[src/rtl/ram_sync.sv]
// ram_sync: single-port synchronous RAM with registered, write-through read data
module ram_sync #(
    parameter int DATA_WIDTH = 8,
    parameter int ADDR_WIDTH = 4
) (
    input  logic                  clk,
    input  logic                  rst,
    input  logic                  we,
    input  logic [ADDR_WIDTH-1:0] addr,
    input  logic [DATA_WIDTH-1:0] data_in,
    output logic [DATA_WIDTH-1:0] data_out
);
    localparam int DEPTH = 1 << ADDR_WIDTH;
    logic [DATA_WIDTH-1:0] mem [DEPTH];
    // storage and read register; reset clears every word, a write also drives data_out
    always_ff @(posedge clk or posedge rst)
        if (rst) begin
            for (int i = 0; i < DEPTH; i++) mem[i] <= '0;
            data_out <= '0;
        end else begin
            if (we) mem[addr] <= data_in;
            data_out <= we ? data_in : mem[addr];
        end
    // a write to an unknown address would corrupt an unpredictable word
    addr_known: assert property (@(posedge clk) disable iff (rst) !(we && $isunknown(addr)));
endmodule

[config.mk]
export PLATFORM = sky130hd
export DESIGN_NAME = ram_sync
export DESIGN_NICKNAME = d
export VERILOG_FILES = /design/src/rtl/ram_sync.sv
export SDC_FILE = /design/constraint.sdc
export NUM_CORES = 1
export LEC_CHECK = 0
export CORE_ASPECT_RATIO = 1.1
export CORE_MARGIN = 2
export CORE_UTILIZATION = 40
export CTS_CLUSTER_SIZE = 14
export DETAILED_ROUTE_END_ITERATION = 10
export SYNTH_ARGS = -nofsm -noshare
export SYNTH_HDL_FRONTEND = slang
export SYNTH_SLANG_ARGS = --single-unit
export TNS_END_PERCENT = 5
[constraint.sdc]
create_clock -name clk -period 4.8 [get_ports clk]
set_input_delay 0.96 -clock clk [delete_from_list [all_inputs] [get_ports clk]]
set_output_delay 0.96 -clock clk [all_outputs]
set_load 0.01 [all_outputs]
==> summary.txt <==
Run status
  – Run status: complete, no violations

STA
  – Setup violations, final: 0
  – Setup TNS: 0 ns
  – Max Freq: 309.4 MHz
  – Worst clock skew: 0.005388 ns
  – Max-slew violations: 0
  – Least-Margin Pin Slew: 0.8423 ns
  – Minimum clock period: 3.232 ns
  – Final Worst Setup Slack: 1.568 ns
  – Crit share post-route: 0.6733
  – RSZ-0062 raised after global routing: no
  – Normalized max-slew margin: 0.4367
  – Final hold violation count: 0

Place
  – Port Buffers: 22
  – GPL Wtd Cong: 0.7365
  – Place WS: 1.087 ns
  – Hpwl dp: 8573 µm
  – Placed inst area: 6635 µm²
  – Placed cells: 601

Pwr
  – Sw Pwr: 0.7971 mW
  – Pwr Total: 3.518 mW
  – Part of the power in combinational logic: 0.162
  – Clk pwr share: 0.402
  – Maximum vdd drop: 0.2525 mV
  – Switch share: 0.2266
  – Cell-internal power: 2.721 mW
  – Sequential power share: 0.436
  – P per Cell Area: 483.2 nW/µm²
  – Leakage: 3.111 nW

Worst setup path
  – Crit. End Element: flop
  – Crit-path max FO: 21
  – CP required: 5.10 ns
  – Crit Path Class: input pin to flop
  – CP Data Arrival Time: 3.53 ns
  – Crit path launch type: input pin

Drt
  – Pre-antenna DRT Iters: 4
  – Vias: 3461
  – Initial DRC Count: 229
  – WL final: 13490 µm
  – Via/cell ratio: 5.476
  – Post-route ant nets: 0
  – # DRC: 0
  – WL per Instance: 21.34 µm

Global route
  – First-pass GRT wire length: 21740 µm
  – Antenna violations before repair: 0
  – GR Util All Layers: 0.1779
  – Congestion Overflow GR: 0
  – Largest net degree at the start of global routing: 81
  – Vias in the first global route: 3727

Layout
  – # diodes: 0
  – Fin area: 7279 µm²
  – Fillers: 1325
  – Layout Cells excl Fill: 632
  – Fraction of layout instances using a drive strength above 1: 0.5023
  – Most frequent cells in the layout: dfrtp_1 (136), mux2_2 (128), mux4_2 (23), clkdlybuf4s50_1 (21), clkbuf_16 (17)
  – Commonest non-fill, non-tap cell in the layout: dfrtp_1
  – Nets@finish: 435
  – Area delta synth->final: 15.19%

Clock network
  – Longest Clk Path Bufs: 2
  – CTS resizes: 0
  – Setup bufs post-CTS: 0
  – Clock Sinks: 136
  – CTS tree: yes
  – Clk root buf: clkbuf_16
  – Clock latency on the worst-skew pair: 0.42 ns
  – TritonCTS buffer count: 17
  – H-tree levels: 4
  – Register clock-pin slew on the reported worst setup and hold paths: 0.05 ns
  – CTS Hold Bufs: 0

Floorplanning
  – Initial core utilization: 0.4063
  – CORE AREA: 15550 µm²
  – Width of the die: 123.8 µm
  – Die ar.: 16820 µm²
  – FP Rows: 48
  – Ports: 23
  – Die height: 135.8 µm

Logic synthesis
  – Post-Syn Area: 6320 µm²
  – Post-synth cell types: 31
  – Synthesized Nets: 420
  – Yosys reg bits: 136
  – Yosys Warn Count: 0
  – Sequential element share of the synthesized area: 0.5385
  – Syn avg cell area: 15.60 µm²
  – Syn Inst Count: 405

Worst hold path
  – HP Class: flop to flop

Run
  – Max-cap violations: 0
-- final timing paths --
kind / from / end / slack, ns / depth (start not counted)
max: addr[2] / mem[85] / 1.57 / 5
min: mem[82] / mem[82] / 0.50 / 1
max reg2reg: mem[75] / data_out[3] / 3.23 / 3
min reg2reg: mem[82] / mem[82] / 0.50 / 1
max in group asynchronous: rst / mem[56] / 2.87 / 3
min in group asynchronous: rst / mem[109] / 1.04 / 2
-- state kept, by name (all words and copies together), names as in the netlist --
register	cells
mem	128
data_out	8
-- cells in the mapped netlist --
cell type  number  area, µm²
nand2b_1        2      12.51
or4_1           1      7.510
mux2_4         16      240.2
nand2b_4        1      13.76
nor3b_2         1      12.51
buf_4           2      15.01
nor2b_1         1      6.260
a32oi_1         8      70.07
and3b_1         1      8.760
mux4_2         23      518.0
nand2_2         1      6.260
and2_1          1      6.260
nand3_1         2      10.01
buf_2           9      45.04
nor3_4          2      32.53
buf_1           2      7.510
or3_1           3      18.77
inv_1          11      41.29
dfrtp_1       136       3403
buf_6           7      78.83
clkbuf_2        1      5.000
or4_4           2      22.52
a221oi_1        8      70.07
mux4_1          1      26.28
mux2_2        128       1441
clkbuf_1        9      33.78
nor3_2          5      50.05
nor2_2          3      18.77
a22oi_1         8      60.06
nand2_1         9      33.78
nor2_1          1      3.750
-- logic make-up after synthesis --
| group | count (synthesis) | synth area share |
|---|---|---|
| multiplexers | 168 | 0.3522 |
| AO/OA/AOI/OAI | 24 | 0.03168 |
| flip-flops | 136 | 0.5385 |
| AND/OR/NAND/NOR | 36 | 0.04177 |
| buffers and inverters | 41 | 0.03583 |
-- layout make-up --
type | count | area (µm²) | share of cell area
well taps | 200 | 250.2 | 0.03438
flip-flops and latches | 136 | 3403 | 0.4675
repair buffers | 26 | 245.2 | 0.03369
multi-input cells | 228 | 2690 | 0.3695
clock inverters | 9 | 170.2 | 0.02338
clock buffers | 22 | 474.2 | 0.06514
inverters | 11 | 46.29 | 0.006360
-- power groups by stage --
| stage | registers, mW | logic [mW] | clock network [mW] |
|---|---|---|---|
| after CTS | 1.53 | 0.576 | 1.44 |
| after global placement | 1.54 | 0.555 | 0 |
| final | 1.53 | 0.569 | 1.42 |
| after detailed placement | 1.55 | 0.573 | 0 |
| after floorplan | 1.51 | 0.450 | 0 |
| after global routing | 1.57 | 0.617 | 1.49 |
-- stage by stage --
step | hold slack, ns | utilization
after global routing | 0.5124 | 0.4680
after floorplan | 0.4714 | -
after detailed placement | 0.4877 | 0.4266
after global placement | 0.4828 | 0.4266
after CTS | 0.5018 | 0.4680
final | 0.4988 | 0.4680
-- per-layer routing --
layer,vias to the layer above,part of all wire,track usage
met1,1836,0.46,0.2389
li1,1541,-,-
met2,68,0.49,0.2842
met4,0,0.019,0.06376
met5,-,0,0
met3,16,0.033,0.03901
-- critical path: stages --
cell             delay (ns)
clkdlybuf4s50_1        0.89
buf_4                  0.43
nand3_1                0.18
nor3_2                 0.65
mux2_2                 0.41
Power figures use the tool's default switching activity.
